**src/rtl/shift_pkg.sv**
```systemverilog
// Shared constants and FSM state type for the sequential left shifter.
package shift_pkg;

  localparam int WIDTH = 32;
  localparam int AMT_W = 5;

  typedef enum logic [1:0] {
    IDLE  = 2'd0,
    SHIFT = 2'd1,
    DONE  = 2'd2
  } state_e;

endpackage : shift_pkg

```
**src/rtl/bit_shift_left_layer.sv**
```systemverilog
// One barrel-shifter stage: conditionally shift left by AMOUNT, filling vacated LSBs.
module bit_shift_left_layer #(
  parameter int WIDTH  = 32,
  parameter int AMOUNT = 1
) (
  input  logic [WIDTH-1:0] in,
  input  logic             enable,
  input  logic             fill_value,
  output logic [WIDTH-1:0] out
);

  assign out = enable ? {in[WIDTH-1-AMOUNT:0], {AMOUNT{fill_value}}} : in;

endmodule : bit_shift_left_layer

```
**src/rtl/bit_shift_left_seq.sv**
```systemverilog
// Sequential left shifter: one power-of-two stage per cycle, fixed latency for any amount.
module bit_shift_left_seq
  import shift_pkg::*;
#(
  parameter int WIDTH = shift_pkg::WIDTH,
  parameter int AMT_W = shift_pkg::AMT_W
) (
  input  logic             clk,
  input  logic             rst_n,
  input  logic             start,
  input  logic [WIDTH-1:0] in,
  input  logic [AMT_W-1:0] amount,
  input  logic             fill_value,
  output logic             busy,
  output logic             done,
  output logic [WIDTH-1:0] out
);

  localparam int                 STAGE_W    = (AMT_W > 1) ? $clog2(AMT_W) : 1;
  localparam logic [STAGE_W-1:0] LAST_STAGE = STAGE_W'(AMT_W - 1);

  state_e             r_state;
  state_e             w_state_nxt;
  logic [STAGE_W-1:0] r_stage;
  logic [WIDTH-1:0]   r_data;
  logic [AMT_W-1:0]   r_amount;
  logic               r_fill;
  logic [WIDTH-1:0]   r_out;

  logic [WIDTH-1:0]   w_layer_out [AMT_W];
  logic [WIDTH-1:0]   w_stage_out;

  // Every stage sees the working register; the stage counter picks which result to keep.
  for (genvar k = 0; k < AMT_W; k++) begin : g_layer
    bit_shift_left_layer #(
      .WIDTH (WIDTH),
      .AMOUNT(2 ** k)
    ) u_layer (
      .in        (r_data),
      .enable    (r_amount[k]),
      .fill_value(r_fill),
      .out       (w_layer_out[k])
    );
  end

  // NOTE: every signal written in always_comb gets a default first, so no path leaves it unassigned and no latch is inferred.
  always_comb begin
    w_stage_out = r_data;
    for (int k = 0; k < AMT_W; k++) begin
      if (r_stage == STAGE_W'(k)) w_stage_out = w_layer_out[k];
    end
  end

  always_comb begin
    w_state_nxt = r_state;
    unique case (r_state)
      IDLE:    if (start) w_state_nxt = SHIFT;
      SHIFT:   if (r_stage == LAST_STAGE) w_state_nxt = DONE;
      DONE:    w_state_nxt = IDLE;
      default: w_state_nxt = IDLE;
    endcase
  end

  // NOTE: sequential state uses non-blocking assignments so all registers update from pre-edge values.
  always_ff @(posedge clk or negedge rst_n) begin
    if (!rst_n) begin
      // NOTE: datapath registers are reset too, so an aborted operation leaves no stale operand or result visible.
      r_state  <= IDLE;
      r_stage  <= '0;
      r_data   <= '0;
      r_amount <= '0;
      r_fill   <= 1'b0;
      r_out    <= '0;
    end else begin
      r_state <= w_state_nxt;
      unique case (r_state)
        IDLE: begin
          if (start) begin
            r_data   <= in;
            r_amount <= amount;
            r_fill   <= fill_value;
            r_stage  <= '0;
          end
        end
        SHIFT: begin
          r_data  <= w_stage_out;
          r_stage <= r_stage + STAGE_W'(1);
          if (r_stage == LAST_STAGE) r_out <= w_stage_out;
        end
        default: ;
      endcase
    end
  end

  assign busy = (r_state != IDLE);
  assign done = (r_state == DONE);
  assign out  = r_out;

endmodule : bit_shift_left_seq

```
**config.mk**
```make
export PLATFORM = sky130hd
export DESIGN_NAME = bit_shift_left_seq
export DESIGN_NICKNAME = d
export VERILOG_FILES = /design/src/rtl/shift_pkg.sv /design/src/rtl/bit_shift_left_layer.sv /design/src/rtl/bit_shift_left_seq.sv
export SDC_FILE = /design/constraint.sdc
export NUM_CORES = 1
export LEC_CHECK = 0
export ABC_CLOCK_PERIOD_IN_PS = 2180
export BUFFER_PORTS_ARGS = -buffer_cell sky130_fd_sc_hd__clkbuf_2
export CORE_UTILIZATION = 53
export CTS_CLUSTER_SIZE = 30
export DETAILED_ROUTE_END_ITERATION = 10
export GPL_TIMING_DRIVEN = 0
export PLACE_DENSITY = 0.77
export REMOVE_ABC_BUFFERS = 1
export SLEW_MARGIN = 5
export SYNTH_ARGS = -nofsm -noshare
export SYNTH_HDL_FRONTEND = slang
export SYNTH_SLANG_ARGS = --single-unit
export TNS_END_PERCENT = 20
```
**constraint.sdc**
```tcl
create_clock -name clk -period 2.18 [get_ports clk]
set_input_delay 0.436 -clock clk [delete_from_list [all_inputs] [get_ports clk]]
set_output_delay 0.436 -clock clk [all_outputs]
set_load 0.05 [all_outputs]
```
==> results of run 1 <==
[through the flow]
stage	std cells	util (%)
3_3_place_gp	751	56.2
6_report	796	62.4
3_5_place_dp	759	57.6
5_1_grt	796	62.4
4_1_cts	788	61.2
2_1_floorplan	541	-
[flip-flops by register name, summed over array words and instances (netlist names)]
name	flops
out	32
r_stage	3
r_amount	5
r_data	32
r_fill	1
r_state	2
[path summary, 6_finish.rpt]
kind | startpoint | to | slack [ns] | cells after the start
worst min register to register | out[30] | out[30] | 0.48 | 1
min in group clk | amount[4] | r_amount[4] | 0.28 | 3
worst max register to register | r_amount[2] | r_data[9] | 0.05 | 4
worst min-delay path | rst_n | out[0] | 0.07 | 1
max in group asynchronous | rst_n | out[22] | 1.50 | 2
worst max-delay path | r_amount[2] | r_data[9] | 0.05 | 4
[per-layer routing]
layer / part of all wire (%) / global-route usage [%] / up-vias
li1: - / - / 2390
met1: 42 / 43.3 / 2667
met2: 46 / 48.9 / 356
met3: 8.6 / 4.45 / 53
met4: 3.0 / 16.8 / 0
met5: 0 / 0 / -
[repair_timing]
action / in CTS / in global routing
cloned: 3 / 1
resized for setup: 16 / 8
setup buffers: 10 / 7
pin swaps: 5 / 1
setup endpoints to repair: 60 / 30
hold buffers: 0 / 0
[final cells by class]
type | instances | area share [%]
clock buffers | 12 | 2.59
clock inverters | 4 | 0.745
inverters | 24 | 1.41
multi-input cells | 445 | 52.8
flip-flops and latches | 75 | 29.6
well taps | 136 | 2.67
repair buffers | 100 | 10.2
[synth_stat cells (all sizes together) (5+ instances only)]
cell	instances	area share, %
clkbuf	45	3.0
a221oi	29	4.6
inv	23	1.6
ha	5	1.1
o22ai	8	0.90
buf	33	3.4
a22o	15	2.4
mux2	50	10
mux2i	40	7.2
nor2b	5	0.56
o21ai	30	2.7
a21oi	30	2.7
o221ai	22	3.7
a21o	18	2.4
dfrtp	75	34
a221o	7	1.3
o211ai	17	2.3
o31ai	7	0.94
nor3	8	0.72
nor4b	6	0.94
o21a	6	0.81
nor2	49	3.4
nand2	47	3.2
a22oi	15	2.0
[power by group through the flow]
stage | Sequential (uW) | Clock, uW | Combinational, uW
after floorplan | 4060 | 0 | 4380
after global placement | 3580 | 0 | 6510
after detailed placement | 3670 | 0 | 6820
after CTS | 3660 | 1180 | 7120
after global routing | 3810 | 1250 | 8040
final | 3740 | 1170 | 7490
[worst reg2reg max path, cell delays in order, from the launching register on]
cell and delay [ns]:
dfrtp_2 0.93, mux2_2 0.42, a221o_1 0.38, a21oi_1 0.17, o31ai_1 0.08
[kinds of logic (layout without fill, tap and decap cells)]
group,count (synthesis),after routing
buffers and inverters,102,140
AOI/OAI and AO/OA,214,214
muxes,90,90
and+or+nand+nor,133,136
DFF,75,75
adders and majority gates,5,5
==> impl_metrics.env, run 1 <==
export IMPL_outcome="finished, violations left"
export IMPL_violations="DRC"
export IMPL_core_um2=10200
export IMPL_pwr_share_seq_pct=30.1
export IMPL_grt_pass1_vias=5264
export IMPL_pwr_share_comb_pct=60.4
export IMPL_pre_cts_ws_ns=-1.17
export IMPL_layout_worst_path_cycle_share_pct=97.7
export IMPL_clkLatencyLatePin_ns=0.38
export IMPL_pin_count=75
export IMPL_power_uw=12400
export IMPL_grt_first_pass_wirelength_um=27500
export IMPL_synth_fa_ha_area_share_pct=1.12
export IMPL_ff_latch_area_um2=1890
export IMPL_setup_viol=0
export IMPL_viasPerCell=6.87
export IMPL_antenna_found_initial=0
export IMPL_synth_edf_count=0
export IMPL_cts_sinks=75
export IMPL_cp_slowest_cell="dfrtp_2"
export IMPL_die_h_um=104
export IMPL_final_common_cell="clkbuf_2"
export IMPL_finClkSkew_ns=0.0133
export IMPL_p_leak_uw=0.00280
export IMPL_path_class="reg2reg"
export IMPL_holdWs_ns=0.0713
export IMPL_drc=2
export IMPL_wl_per_cell_um=21.6
export IMPL_fin_area_um2=6380
export IMPL_hold_viol_final=0
export IMPL_clk_pin_slew_ns=0.09
export IMPL_yosysSeqAreaShare_pct=33.7
export IMPL_internal_power_uw=5970
export IMPL_slowest_delay_ns=0.93
export IMPL_yosysUniqueCellTypes=49
export IMPL_netlist_instances=619
export IMPL_p_sw_share_pct=51.8
export IMPL_grt_max_degree=47
export IMPL_synthFlopType="dfrtp_1"
export IMPL_cts_buffers=9
export IMPL_vias=5466
export IMPL_syn_area_um2=5560
export IMPL_relSlewSlack_pct=43.2
export IMPL_initial_core_util_pct=54.4
export IMPL_nets=701
export IMPL_muxShareOfSynthArea_pct=17.3
export IMPL_syn2layout_area_growth_pct=14.7
export IMPL_place_congestion=0.879
export IMPL_synth_compound_area_share_pct=28.2
export IMPL_drtIter0Drc=664
export IMPL_slew_violations=0
export IMPL_syn_area_per_cell_um2=8.99
export IMPL_clk_path_buf_depth=2
export IMPL_synth_simple_area_share_pct=11.6
export IMPL_power_share_clock_pct=9.5
export IMPL_max_clock_freq_mhz=469
export IMPL_worst_pin_slew_ns=0.852
export IMPL_synth_top_family_by_area="compound AO/OA/AOI/OAI gates"
export IMPL_drive_above_1_share_pct=29.7
export IMPL_cts_root_buf="clkbuf_8"
export IMPL_async_flop_share_pct=100
export IMPL_dr_pass1_iters=10
export IMPL_p_per_area_nw_per_um2=1940
export IMPL_ys_ff_latch=75
export IMPL_diodes=0
export IMPL_maxCapViolCount=0
export IMPL_startpoint_type="flop"
export IMPL_rsz0062_at_grt="yes"
export IMPL_end_kind="flop"
export IMPL_crit_buf_inv=0
export IMPL_crit_required_ns=2.42
export IMPL_track_usage_pct=31.8
export IMPL_worst_path_max_fanout=34
export IMPL_die_area_um2=10900
export IMPL_hp_class="in2async"
export IMPL_fin_crit_ns=2.13
export IMPL_dpl_cell_area_um2=5890
export IMPL_mostFrequentLayoutCells="73 x clkbuf_2, 69 x dfrtp_1, 50 x mux2_2"
export IMPL_hpwl_um=10400
export IMPL_io_buffers=74
export IMPL_cp_top_family="flip-flops"
export IMPL_cts_tree="yes"
export IMPL_multi_input_area_um2=3370
export IMPL_ys_warn_count=0
export IMPL_die_x_um=104
export IMPL_num_fill_cells=901
export IMPL_ant_nets=0
export IMPL_path_cells="mux2_2 -> a221o_1 -> a21oi_1 -> o31ai_1"
export IMPL_layout_setup_ws_ns=0.0494
export IMPL_rows=37
export IMPL_switching_power_uw=6430
export IMPL_synthXorXnorAreaFrac_pct=0
export IMPL_crit_arrival_ns=2.37
export IMPL_finalSetupTns_ns=0
export IMPL_overflow=0
export IMPL_cts_htree_levels=3
export IMPL_routed_wl_um=17200
export IMPL_ir_drop_mv=0.859
(Power assumes the default switching activity.)
==> inputs of run 2 (changes only) <==
--- a/config.mk
+++ b/config.mk
@@ -7,14 +7,17 @@
 export LEC_CHECK = 0
 export ABC_CLOCK_PERIOD_IN_PS = 2180
 export BUFFER_PORTS_ARGS = -buffer_cell sky130_fd_sc_hd__clkbuf_2
-export CORE_UTILIZATION = 53
+export CORE_UTILIZATION = 56
+export CTS_CLUSTER_DIAMETER = 100
 export CTS_CLUSTER_SIZE = 30
 export DETAILED_ROUTE_END_ITERATION = 10
 export GPL_TIMING_DRIVEN = 0
-export PLACE_DENSITY = 0.77
+export PLACE_DENSITY = 0.79
 export REMOVE_ABC_BUFFERS = 1
+export SETUP_SLACK_MARGIN = 0.2
 export SLEW_MARGIN = 5
 export SYNTH_ARGS = -nofsm -noshare
 export SYNTH_HDL_FRONTEND = slang
+export SYNTH_HIERARCHICAL = 1
 export SYNTH_SLANG_ARGS = --single-unit
 export TNS_END_PERCENT = 20
==> impl_metrics.env, run 2 <==
export IMPL_outcome="completed"
export IMPL_ant_nets=0
export IMPL_hpwl_um=13400
export IMPL_hp_class="in2async"
export IMPL_layout_worst_path_cycle_share_pct=92.0
export IMPL_rsz0062_at_grt="yes"
export IMPL_holdWs_ns=0.0327
export IMPL_cts_tree="yes"
export IMPL_diodes=0
export IMPL_grt_pass1_vias=6954
export IMPL_final_common_cell="mux2_4"
export IMPL_layout_setup_ws_ns=0.174
export IMPL_vias=7198
export IMPL_cts_htree_levels=3
export IMPL_die_area_um2=15100
export IMPL_rows=43
export IMPL_end_kind="flop"
export IMPL_cts_buffers=9
export IMPL_wl_per_cell_um=26.2
export IMPL_path_class="reg2reg"
export IMPL_fin_crit_ns=2.01
export IMPL_dp_cells=943
export IMPL_drtIter0Drc=848
export IMPL_synthFlopType="dfrtp_1"
export IMPL_crit_arrival_ns=2.26
export IMPL_hold_viol_final=0
export IMPL_yosysSeqAreaShare_pct=22.9
export IMPL_grtUsageMet2_pct=54.6
export IMPL_overflow=0
export IMPL_antenna_found_initial=0
export IMPL_initial_core_util_pct=58.2
export IMPL_syn_area_um2=8210
export IMPL_max_clock_freq_mhz=498
export IMPL_syn2layout_area_growth_pct=13.3
export IMPL_cts_sinks=75
export IMPL_yosysUniqueCellTypes=42
export IMPL_ys_ff_latch=75
export IMPL_routed_wl_um=26100
export IMPL_pre_cts_ws_ns=-2.18
export IMPL_drc=0
export IMPL_clk_path_buf_depth=2
export IMPL_grt_use_met1_pct=44.2
export IMPL_clk_pin_slew_ns=0.07
export IMPL_mostFrequentLayoutCells="150 x mux2_4, 73 x clkbuf_2, 65 x dfrtp_1"
export IMPL_nets=857
export IMPL_drive_above_1_share_pct=47.1
export IMPL_yosys_area_top_type="mux2_4"
export IMPL_final_cells=996
export IMPL_slew_violations=0
export IMPL_maxCapViolCount=0
export IMPL_startpoint_type="flop"
export IMPL_finClkSkew_ns=0.0109
export IMPL_setup_viol=0
export IMPL_relSlewSlack_pct=47.0
export IMPL_cts_root_buf="clkbuf_16"
export IMPL_worst_path_max_fanout=11
export IMPL_grt_first_pass_wirelength_um=39300
export IMPL_critPathLaunch="r_stage[0]"
export IMPL_netlist_instances=762
export IMPL_top_usage_layer="met2"
export IMPL_r2r_start="r_stage[0]"
export IMPL_synth_common_cells="150 x mux2_4, 75 x dfrtp_1, 51 x nand2b_1"
export IMPL_syn_area_per_cell_um2=10.8
export IMPL_clkLatencyLatePin_ns=0.36
export IMPL_track_usage_pct=34.5
export IMPL_ys_warn_count=6
export IMPL_die_x_um=123
export IMPL_worst_pin_slew_ns=0.794
export IMPL_pin_count=75
export IMPL_core_um2=14100
export IMPL_place_congestion=0.819
export IMPL_io_buffers=74
export IMPL_finalSetupTns_ns=0
export IMPL_use_met3_pct=6.96
export IMPL_dr_pass1_iters=5
export IMPL_grt_max_degree=50
export IMPL_ys_top_cells_by_area="mux2_4 27%, dfrtp_1 23%, mux2_2 6.4%"
export IMPL_yosys_cell_count_top_type="mux2_4"
export IMPL_die_h_um=123
export IMPL_viasPerCell=7.23
export IMPL_synth_edf_count=0
export IMPL_synth_top_area_share_pct=27.4
export IMPL_crit_required_ns=2.43
export IMPL_async_flop_share_pct=100
## run 2: area by class of cell
cell class	instances	area, um2
Timing Repair Buffer	118	927
Timing Repair inverter	1	7.51
Multi-Input combinational cell	599	5890
Clock buffer	9	225
Sequential cell	75	1900
Clock inverter	7	81.3
Tap cell	180	225
Inverter	7	42.5
Fill cell	1042	4790
## run 2: layer usage
layer  vias up  share of wire, %
met1      3567                39
li1       3018                 -
met2       492                46
met4         0               4.7
met5         -                 0
met3       121               9.8
## run 2: worst paths after layout
| check | slack [ns] | to | cells past startpoint |
|---|---|---|---|
| worst max-delay path | 0.17 | r_data[2] | 7 |
| worst min-delay path | 0.03 | r_state[1] | 1 |
| worst max register to register | 0.17 | r_data[2] | 7 |
| worst min register to register | 0.51 | out[12] | 1 |
| max in group asynchronous | 1.53 | r_data[12] | 2 |
| min in group clk | 0.31 | r_amount[2] | 2 |
## run 2: cells by family after synthesis
logic type,share of synthesized area [%]
AOI/OAI and AO/OA,16.9
adders and majority gates,0.762
buffers and inverters,8.40
DFF,22.9
muxes,33.9
and+or+nand+nor,17.2
## run 2: critical path: stages, from the launching register on
cell and delay (ns):
dfrtp_2 0.42, buf_4 0.16, ha_1 0.24, ha_4 0.19
buf_4 0.19, and3b_1 0.30, o21ai_0 0.14, o211ai_1 0.26
## run 2: timing repair
action,CTS,global route
setup buffers,29,3
setup endpoints to repair,69,33
cloned,5,0
gates resized for setup,40,7
pin swaps,5,4
hold buffers,0,0
## run 2: per-stage QoR
stage / cell area [um2] / utilization, %
after floorplan: 7540 / -
after global placement: 8140 / 57.7
after detailed placement: 8450 / 60.0
after CTS: 9240 / 65.5
after global routing: 9300 / 66.0
final: 9300 / 66.0
Power of run 2 is left out: the tool's default activity adds up to more than one toggle a clock period on the data nets, which glitch-free logic cannot reach.
